===== config.mk =====
export PLATFORM = sky130hd
export DESIGN_NAME = drain_collector
export DESIGN_NICKNAME = d
export VERILOG_FILES = /design/src/rtl/drain_collector.sv
export SDC_FILE = /design/constraint.sdc
export NUM_CORES = 1
export LEC_CHECK = 0
export CORE_ASPECT_RATIO = 2
export CORE_MARGIN = 10
export CORE_UTILIZATION = 42
export CTS_CLUSTER_SIZE = 10
export DETAILED_ROUTE_END_ITERATION = 12
export GPL_TIMING_DRIVEN = 0
export HOLD_SLACK_MARGIN = 0.15
export SLEW_MARGIN = 15
export SYNTH_ARGS = -nofsm -noshare
export SYNTH_HDL_FRONTEND = slang
export SYNTH_SLANG_ARGS = --single-unit

===== constraint.sdc =====
create_clock -name clk_i -period 12.26 [get_ports clk_i]
set_input_delay 1.839 -clock clk_i [delete_from_list [all_inputs] [get_ports clk_i]]
set_output_delay 1.839 -clock clk_i [all_outputs]
set_load 0.02 [all_outputs]

===== src/rtl/drain_collector.sv =====
// Reassembles skewed per-column drain streams into rows and writes each row to C memory at dest + row.
// Latency: a row is written 1 cycle after the capture edge that completes it; done_o rides on the last row write.
// Backpressure: none; commits during a drain and surplus column elements are dropped and flagged on err_o.
package drain_pkg;
    localparam int SYS_ARRAY_SIZE = 4;
    localparam int DATA_WIDTH     = 8;
    localparam int ADDR_WIDTH     = 10;

    typedef struct packed {
        logic                  valid;
        logic [ADDR_WIDTH-1:0] dest;
    } ctrl_commit_t;

    typedef struct packed {
        logic                  enable;
        logic [DATA_WIDTH-1:0] data;
    } drain_data_t;

    typedef struct packed {
        logic [ADDR_WIDTH-1:0]                addr;
        logic                                 en;
        logic [SYS_ARRAY_SIZE*DATA_WIDTH-1:0] row;
    } data_wire_t;
endpackage

module drain_collector #(
    parameter int N          = drain_pkg::SYS_ARRAY_SIZE,
    parameter int DATA_WIDTH = drain_pkg::DATA_WIDTH,
    parameter int ADDR_WIDTH = drain_pkg::ADDR_WIDTH
) (
    input  logic                             clk_i,
    input  logic                             rst_i,
    input  drain_pkg::ctrl_commit_t          commit_i,
    input  drain_pkg::drain_data_t [N-1:0]   drain_i,
    output drain_pkg::data_wire_t            wr_o,
    output logic                             busy_o,
    output logic                             done_o,
    output logic                             err_o
);
    localparam int CW = $clog2(N + 1);
    localparam int RW = (N > 1) ? $clog2(N) : 1;

    typedef enum logic {S_IDLE, S_COLLECT} state_t;

    state_t                  state;
    logic [ADDR_WIDTH-1:0]   dest;
    logic [CW-1:0]           cnt     [N];
    logic [CW-1:0]           cnt_nxt [N];
    logic [DATA_WIDTH-1:0]   row_buf [N][N];
    logic [N-1:0]            written;

    logic [N-1:0]            cap;
    logic [N-1:0]            ovf;
    logic                    wr_hit;
    logic [RW-1:0]           wr_row;
    logic                    row_full;
    logic [N*DATA_WIDTH-1:0] row_dat;

    assign busy_o = (state == S_COLLECT);

    // Completion is judged on the post-capture counts so a row is written on the edge right after it fills.
    always_comb begin
        cap = '0;
        ovf = '0;
        for (int j = 0; j < N; j++) begin
            cnt_nxt[j] = cnt[j];
            if (state == S_COLLECT && drain_i[j].enable) begin
                if (cnt[j] != CW'(N)) begin
                    cap[j]     = 1'b1;
                    cnt_nxt[j] = cnt[j] + 1'b1;
                end else begin
                    ovf[j] = 1'b1;
                end
            end
        end

        wr_hit   = 1'b0;
        wr_row   = '0;
        row_full = 1'b0;
        for (int r = 0; r < N; r++) begin
            row_full = 1'b1;
            for (int j = 0; j < N; j++) begin
                if (cnt_nxt[j] <= CW'(r)) row_full = 1'b0;
            end
            if (!wr_hit && !written[r] && row_full) begin
                wr_hit = 1'b1;
                wr_row = RW'(r);
            end
        end

        // Columns finishing this row in the current cycle are not yet in row_buf.
        row_dat = '0;
        for (int j = 0; j < N; j++) begin
            row_dat[j*DATA_WIDTH +: DATA_WIDTH] =
                (cap[j] && cnt[j] == CW'(wr_row)) ? drain_i[j].data : row_buf[wr_row][j];
        end
    end

    always_ff @(posedge clk_i) begin
        if (rst_i) begin
            state   <= S_IDLE;
            dest    <= '0;
            written <= '0;
            wr_o    <= '0;
            done_o  <= 1'b0;
            err_o   <= 1'b0;
            for (int j = 0; j < N; j++) begin
                cnt[j] <= '0;
                for (int r = 0; r < N; r++) row_buf[r][j] <= '0;
            end
        end else begin
            wr_o.en <= 1'b0;
            done_o  <= 1'b0;
            case (state)
                S_IDLE: begin
                    if (commit_i.valid) begin
                        state   <= S_COLLECT;
                        dest    <= commit_i.dest;
                        written <= '0;
                        err_o   <= 1'b0;
                        for (int j = 0; j < N; j++) begin
                            cnt[j] <= '0;
                            for (int r = 0; r < N; r++) row_buf[r][j] <= '0;
                        end
                    end
                end
                S_COLLECT: begin
                    if (commit_i.valid || (|ovf)) err_o <= 1'b1;
                    for (int j = 0; j < N; j++) begin
                        if (cap[j]) row_buf[cnt[j][RW-1:0]][j] <= drain_i[j].data;
                        cnt[j] <= cnt_nxt[j];
                    end
                    if (wr_hit) begin
                        wr_o.en         <= 1'b1;
                        wr_o.addr       <= dest + ADDR_WIDTH'(wr_row);
                        wr_o.row        <= row_dat;
                        written[wr_row] <= 1'b1;
                        if (wr_row == RW'(N - 1)) done_o <= 1'b1;
                    end
                    if (done_o) state <= S_IDLE;
                end
                default: state <= S_IDLE;
            endcase
        end
    end
endmodule

==> results.cfg, run 1 <==
[drt]
ant_nets = 0
wl_mm = 28.9
drtIter0Drc = 695
viasPerCell = 5.89
drtPass1Iterations = 5
drc = 0
dr_total_vias = 7565
avgRoutedWirePerCell_um = 22.5

[cts]
htree_levels = 4
clockRootBuffer = clkbuf_16
clock_sinks = 200
holdBufCountCts = 0
clockBufferDepth = 2
cts_setup_buffers = 0
cts_made_buffers = 17
cts_tree = yes
cts_resized = 0
clkTransAtPathRegs_ns = 0.07
clk_latency_ns = 0.46

[floorplanning]
die_area_um2 = 29800
fp-row-count = 78
io_pins = 95
die_y_um = 234
core_region_area_um2 = 22600
die_x_um = 127
initial_utilization = 0.426

[finish]
area_growth_syn_to_layout_pct = 19.2
final_cell_mix = 137 x edfxtp_1, 132 x and3_1, 94 x clkdlybuf4s50_1
final_cell_count_no_fill = 1284
stdcell_area_um2 = 11500
final_nets = 1059
drive_gt1_frac = 0.0767
layout_commonest_cell = edfxtp_1
antenna_cells = 0

[yosys]
synth_fp_nets = 946
ys_types = 61
synth_edf_count = 137
synth_area_leader_cell = edfxtp_1
synthTopCellsByArea = edfxtp_1 43%, dfxtp_1 13%, and3_1 8.6%
synth_top_area_share = 0.427
async_flop_share = 0
yosysSeqAreaShare = 0.557
synth_area_um2 = 9650
syn_area_per_cell_um2 = 11.0
synth_top_flop_cell = edfxtp_1
synth_seq_cells = 200
yosysWarnings = 0
synth_cells = 878

[pwr]
power.share.clock = 0.372
power.switching_mw = 0.395
vdd_drop_max_mv = 0.0826
power_density_nw_per_um2 = 128
pwr-share-comb = 0.102
pwr-share-seq = 0.526
power.total_mw = 1.47
p_sw_frac = 0.268
p_int_mw = 1.08
power_leakage_nw = 4.63

[placement]
portBuffers = 94
gp_congestion = 0.927
dp.cells = 1252
placed_area_um2 = 10900
dp_hpwl_mm = 21.1

[worst_setup_path]
r2r_slack_ns = 6.97
worst_setup_path_end_kind = flop
critPathLaunchType = input port
cp_max_fo = 10
startpoint = drain_i[26]
arrival_ns = 6.45
r2r-start = cnt[3][0]
r2r_cells = 20
required_ns = 12.63
path_cells = clkdlybuf4s50_1 -> nand2_4 -> or4_1 -> a21oi_1 -> a211oi_2 -> a21o_1 -> buf_6 -> nor3_2 -> buf_2 -> or2_2 -> ha_1 -> a21oi_1 -> nor2b_1 -> and3_1 -> and3_1 -> nand3_1 -> xor2_1 -> a211oi_1
slowest_stage = clkdlybuf4s50_1
crit_type = in2reg
critPathMaxStageDelay_ns = 0.63
rr_endpoint = wr_o[42]

[hold_path]
hp-start = wr_o[33]
min_path_type = reg2reg
hold-path-endpoint = wr_o[33]
hold_path_depth = 2

[sta]
max_freq_ghz = 0.164
worst_pin_slew_ns = 0.837
grt_setup_unrepaired = false
fin_crit_sh = 0.496
finalHoldViolations = 0
fin_skew_ns = 0.0141
setup_viol = 0
slew_violations = 0
fin_crit_ns = 6.08
max-slew-margin-rel = 0.440
fin_tns_setup_ns = 0

[job]
maxCapViolations = 0

[outcome]
outcome = completed

[grt]
grt_max_degree = 20
track_usage = 0.194
grt_pass1_wl_mm = 44.6
antenna_found_initial = 0
grt_pass1_vias = 7944
grt_overflow = 0
per-stage QoR:
stage	hold WS (ns)	setup slack [ns]	utilization
after floorplan	0.437	7.37	-
after global placement	0.452	5.78	0.483
after detailed placement	0.437	5.76	0.483
after CTS	0.455	6.20	0.508
after global routing	0.496	5.93	0.508
final	0.466	6.18	0.508
power groups by stage:
stage / registers, mW / logic (mW) / clock network, mW
3_3_place_gp: 0.790 / 0.149 / 0
3_5_place_dp: 0.791 / 0.150 / 0
2_1_floorplan: 0.789 / 0.0786 / 0
4_1_cts: 0.775 / 0.151 / 0.556
5_1_grt: 0.780 / 0.164 / 0.580
6_report: 0.776 / 0.150 / 0.548
final cells by class:
cell class | instances | area (um^2)
Timing Repair Buffer | 94 | 941
Clock buffer | 18 | 429
Fill cell | 2106 | 11100
Tap cell | 280 | 350
Buffer | 58 | 273
Inverter | 44 | 165
Sequential cell | 200 | 5380
Multi-Input combinational cell | 576 | 3830
Clock inverter | 14 | 134
kinds of logic (layout without fill, tap and decap cells):
logic type	after synthesis	count (layout)	share of synthesized area
buffers and inverters	102	228	0.0454
flip-flops	200	200	0.557
XOR/XNOR	11	11	0.00999
adder cells (fa/ha/maj)	19	19	0.0254
multiplexers	6	6	0.00636
AO/OA/AOI/OAI	199	199	0.160
AND/OR/NAND/NOR	341	341	0.196
cell usage after synthesis (all sizes together), types with 2 or more instances:
library cell and n:
dfxtp 63, nor3 9, a22oi 2, a2111oi 4
inv 44, nor2 35, and3 132, nand3 40
edfxtp 137, or2 7, mux2i 5, nor4 7
o32ai 4, clkbuf 43, ha 18, xor2 3
a21oi 49, or3 8, nor3b 4, a211oi 13
and2 9, a31o 5, a222oi 32, nand2b 16
nand2 68, buf 15, a31oi 2, o221a 3
or4 2, o211a 31, xnor2 8, o21ai 46
o211ai 3
worst max-delay path: cells and delay by family:
family,cells,cell delay [ns]
compound gates,5,0.99
fa+ha+maj,1,0.18
xor+xnor,1,0.15
simple gates,8,2.03
buf+inv,3,1.24
routing by layer:
metal | part of all wire | GRT usage
met1 | 0.36 | 0.196
met5 | 0 | 0
met2 | 0.56 | 0.371
met3 | 0.048 | 0.0394
met4 | 0.033 | 0.0826
worst max path at each step:
| stage | end |
|---|---|
| after floorplan | wr_o[42] |
| after global placement | wr_o[42] |
| after detailed placement | wr_o[42] |
| after CTS | wr_o[42] |
| after global routing | wr_o[42] |
| final | wr_o[42] |
flip-flops by register name, summed over array words and instances (netlist names):
name and count:
busy_o 1, cnt 12, dest 10, done_o 1, err_o 1, row_buf 128, wr_o 43, written 4
(Power assumes the default switching activity.)
==> inputs of run 2 (changes only) <==
==> constraint.sdc (replaced) <==
create_clock -name clk_i -period 5.9 [get_ports clk_i]
set_input_delay 0.885 -clock clk_i [delete_from_list [all_inputs] [get_ports clk_i]]
set_output_delay 0.885 -clock clk_i [all_outputs]
set_load 0.02 [all_outputs]
==> run 2 against run 1 <==
Worst hold slack got worse by 0.0042 ns. Critical endpoint unchanged. Non-clock buffer count unchanged. First-iteration DRC count decreased by 1.7%. Global-route usage about the same. Design area unchanged. Critical path depth increased by 2. Clock-buffer cell count unchanged.
==> results.cfg, run 2 (synthesis gave the netlist of run 1 again) <==
[worst_setup_path]
cp_max_fo = 10
startpoint = cnt[3][0]
critPathMaxStageDelay_ns = 0.59
r2r-start = cnt[3][0]
critPathLaunchType = flop
path_cells = clkbuf_1 -> inv_1 -> ha_1 -> nand2b_1 -> mux2i_1 -> o211ai_1 -> nor4b_4 -> a21o_1 -> buf_6 -> nor3_2 -> buf_2 -> or2_2 -> ha_1 -> a21oi_1 -> nor2b_1 -> and3_1 -> and3_1 -> nand3_1 -> xor2_1 -> a211oi_1
crit_type = reg2reg
required_ns = 6.27
crit_buf_inv = 4
slowest_stage = nor3_2
arrival_ns = 5.63
r2r_slack_ns = 0.63
worst_setup_path_end_kind = flop
cp_top_family = simple AND/OR/NAND/NOR gates

[grt]
grt_max_degree = 20
grt_overflow = 0
grt_pass1_wl_mm = 44.6
track_usage = 0.194
grt_pass1_vias = 7943
antenna_found_initial = 0

[pwr]
power.share.clock = 0.372
pwr-share-comb = 0.102
power_density_nw_per_um2 = 266
p_int_mw = 2.24
p_sw_frac = 0.268
power.switching_mw = 0.819
pwr-share-seq = 0.526
vdd_drop_max_mv = 0.172
power_leakage_nw = 4.63

[floorplanning]
die_area_um2 = 29800
fp-row-count = 78
core_region_area_um2 = 22600
initial_utilization = 0.426
die_y_um = 234
die_x_um = 127
io_pins = 95

[cts]
clockRootBuffer = clkbuf_16
clockBufferDepth = 2
clkTransAtPathRegs_ns = 0.07
cts_made_buffers = 17
cts_setup_buffers = 0
htree_levels = 4
cts_tree = yes
clk_latency_ns = 0.46
cts_resized = 0
holdBufCountCts = 0
clock_sinks = 200

[outcome]
outcome = completed

[finish]
final_cell_mix = 137 x edfxtp_1, 132 x and3_1, 94 x clkdlybuf4s50_1
finalCoreUtilization = 0.508
final_nets = 1059
regMostFlops = row_buf
fill_cells = 2106
layout_commonest_cell = edfxtp_1
area_growth_syn_to_layout_pct = 19.2
reg_top3 = row_buf: 128 flops, wr_o: 43 flops, cnt: 12 flops
antenna_cells = 0
drive_gt1_frac = 0.0767
largest_reg_flops = 128

[placement]
portBuffers = 94
dp_hpwl_mm = 21.1
gp_congestion = 0.927

[sta]
max-slew-margin-rel = 0.426
setup_viol = 0
fin_tns_setup_ns = 0
fin_crit_ns = 5.27
max_freq_ghz = 0.190
fin_skew_ns = 0.0118
grt_setup_unrepaired = false
worst_pin_slew_ns = 0.858
fin_crit_sh = 0.892
finalHoldViolations = 0
slew_violations = 0

[job]
maxCapViolations = 0

[hold_path]
hp-start = done_o
min_path_type = reg2reg

[drt]
drc = 0
drtIter0Drc = 683
ant_nets = 0
avgRoutedWirePerCell_um = 22.4
wl_mm = 28.8
viasPerCell = 5.90
dr_total_vias = 7580
drtPass1Iterations = 6
-- run 2: worst paths after layout --
kind,to,depth (start not counted)
max,wr_o[42],20
min,busy_o,1
max reg2reg,wr_o[42],20
min reg2reg,busy_o,1
-- run 2: power by group through the flow --
stage	sequential [mW]	combinational [mW]	clock [mW]
floorplan	1.64	0.163	0
global placement	1.64	0.311	0
detailed placement	1.64	0.313	0
CTS	1.61	0.314	1.16
global route	1.62	0.341	1.21
finish	1.61	0.313	1.14
-- run 2: cell type report --
class	count	area (um^2)	share of cell area
Clock buffer	18	429	0.0373
Multi-Input combinational cell	576	3830	0.333
Tap cell	280	350	0.0305
Clock inverter	14	134	0.0116
Sequential cell	200	5380	0.467
Buffer	58	273	0.0237
Timing Repair Buffer	94	941	0.0818
Inverter	44	165	0.0144
-- run 2: per-layer routing --
| metal | GRT usage | wire length (um) | up-vias |
|---|---|---|---|
| li1 | - | - | 3543 |
| met1 | 0.196 | 10100 | 3750 |
| met2 | 0.372 | 16200 | 231 |
| met3 | 0.0394 | 1520 | 56 |
| met4 | 0.0815 | 906 | 0 |
| met5 | 0 | 0 | - |
-- run 2: metrics by stage --
step / power (mW) / worst slack (ns) / hold slack, ns / std cells / cell area, um^2
final: 3.06 / 0.634 / 0.462 / 1284 / 11500
after global routing: 3.17 / 0.241 / 0.496 / 1284 / 11500
after CTS: 3.08 / 0.605 / 0.455 / 1284 / 11500
after detailed placement: 1.96 / 0.350 / 0.437 / 1252 / 10900
after global placement: 1.95 / 0.371 / 0.452 / 1252 / 10900
after floorplan: 1.80 / 1.96 / 0.437 / 878 / 9650
==> inputs of run 3 (changes only) <==
--- a/config.mk
+++ b/config.mk
@@ -6,7 +6,7 @@
 export NUM_CORES = 1
 export LEC_CHECK = 0
 export CORE_ASPECT_RATIO = 2
-export CORE_MARGIN = 10
+export CORE_MARGIN = 8
 export CORE_UTILIZATION = 42
 export CTS_CLUSTER_SIZE = 10
 export DETAILED_ROUTE_END_ITERATION = 12
==> run 3 against run 2 <==
Clock-buffer cell count fell by 1. Worst hold slack got worse by 0.0053 ns. Maximum frequency grew 0.76%. Flip-flop and latch count is the same. First-iteration DRC count is 10% lower. Non-clock buffer count did not move. Largest cell class unchanged. Register-to-register slack improved by 0.04 ns. Total power increased by 1.4%. Utilization rose by 0.094 points. Critical endpoint unchanged. Global-route usage rose by 1.4 points. Clock skew hardly changed. Sequential share of layout area is 0.086 points lower.
==> results.cfg, run 3 (synthesis gave the netlist of run 1 again) <==
[sta]
finalHoldViolations = 0
max_freq_ghz = 0.191
grt_setup_unrepaired = false
worst_pin_slew_ns = 0.895
fin_tns_setup_ns = 0
hold-worst-slack_ns = 0.456
fin_crit_sh = 0.886
max-slew-margin-rel = 0.403
setup_viol = 0
slew_violations = 0
fin_crit_ns = 5.23
fin_skew_ns = 0.0119

[worst_setup_path]
worst_setup_path_end_kind = flop
crit_type = reg2reg
r2r_slack_ns = 0.67
required_ns = 6.27
cp_max_fo = 10
critPathLaunchType = flop
arrival_ns = 5.60

[floorplanning]
die_y_um = 230
fp-row-count = 78
core_region_area_um2 = 22600
io_pins = 95
die_x_um = 123
die_area_um2 = 28400
initial_utilization = 0.426

[cts]
cts_resized = 0
clock_sinks = 200
cts_made_buffers = 17
cts_tree = yes
htree_levels = 4
clk_latency_ns = 0.45
clockRootBuffer = clkbuf_16
clockBufferDepth = 2
cts_setup_buffers = 0
clkTransAtPathRegs_ns = 0.08
holdBufCountCts = 0

[pwr]
vdd_drop_max_mv = 0.164
power.total_mw = 3.11
power_leakage_nw = 4.65
power_density_nw_per_um2 = 270

[finish]
regMostFlops = row_buf
final_nets = 1059
layout_commonest_cell = edfxtp_1
drive_gt1_frac = 0.0777
antenna_cells = 0
final_cell_mix = 137 x edfxtp_1, 132 x and3_1, 94 x clkdlybuf4s50_1
reg_top3 = row_buf: 128 flops, wr_o: 43 flops, cnt: 12 flops
largest_reg_flops = 128
fill_cells = 2162
area_growth_syn_to_layout_pct = 19.4

[grt]
grt_overflow = 0
grt_max_degree = 20
grt_pass1_wl_mm = 44.3
grt_pass1_vias = 7748
antenna_found_initial = 0
track_usage = 0.208

[drt]
avgRoutedWirePerCell_um = 22.6
wl_mm = 29.0
drc = 0
viasPerCell = 5.88
drtIter0Drc = 612
drtPass1Iterations = 8
ant_nets = 0
dr_total_vias = 7553

[placement]
gp_congestion = 0.904
portBuffers = 94
dp_hpwl_mm = 21.2

[hold_path]
min_path_type = reg2reg

[outcome]
outcome = completed

[job]
maxCapViolations = 0
[run 3: changes by cell type in the layout (fill, tap and decap cells not counted)]
cell | before | now
clkinv_2 | 0 | 1
bufinv_16 | 0 | 1
clkinv_4 | 2 | 1
inv_8 | 5 | 4
clkbuf_1 | 44 | 43
inv_6 | 2 | 4
clkinvlp_4 | 3 | 2
[run 3: metal layers]
metal / GRT usage / vias to the layer above / wire, um / part of all wire
li1: - / 3545 / - / -
met1: 0.217 / 3687 / 10300 / 0.36
met2: 0.384 / 259 / 16200 / 0.56
met3: 0.0361 / 62 / 1470 / 0.051
met4: 0.0981 / 0 / 1040 / 0.036
met5: 0 / - / 0 / 0
[run 3: worst paths after layout]
| check | startpoint | end | cells past startpoint |
|---|---|---|---|
| max | cnt[3][0] | wr_o[42] | 20 |
| min | wr_o[34] | wr_o[34] | 2 |
| max reg2reg | cnt[3][0] | wr_o[42] | 20 |
| min reg2reg | wr_o[34] | wr_o[34] | 2 |
[run 3: report_power, final]
group          switching [mW]  internal, mW  total, mW
clock network           0.579         0.603       1.18
logic                   0.204         0.108      0.313
registers              0.0374          1.57       1.61
[run 3: through the flow]
step	std cells	area [um^2]	utilization	worst slack, ns
5_1_grt	1284	11500	0.509	0.432
4_1_cts	1284	11500	0.509	0.692
6_report	1284	11500	0.509	0.674
3_5_place_dp	1252	10900	0.483	0.336
3_3_place_gp	1252	10900	0.483	0.318
2_1_floorplan	878	9650	-	1.96
[run 3: area by class of cell]
type	count	area, um^2	share of cell area
inverters	44	165	0.0143
multi-input cells	576	3830	0.333
clock buffers	17	425	0.0369
clock inverters	15	159	0.0138
flip-flops and latches	200	5380	0.467
well taps	280	350	0.0304
plain buffers	58	273	0.0237
repair buffers	94	941	0.0817
[run 3: worst max-delay path, cell delays in order (launching register included)]
cell and delay (ns):
edfxtp_1 0.39, clkbuf_1 0.30, inv_1 0.15, ha_1 0.27
nand2b_1 0.15, mux2i_1 0.45, o211ai_1 0.24, nor4b_4 0.21
a21o_1 0.27, buf_6 0.19, nor3_2 0.58, buf_2 0.42
or2_2 0.17, ha_1 0.18, a21oi_1 0.08, nor2b_1 0.17
and3_1 0.22, and3_1 0.22, nand3_1 0.10, xor2_1 0.15
a211oi_1 0.21
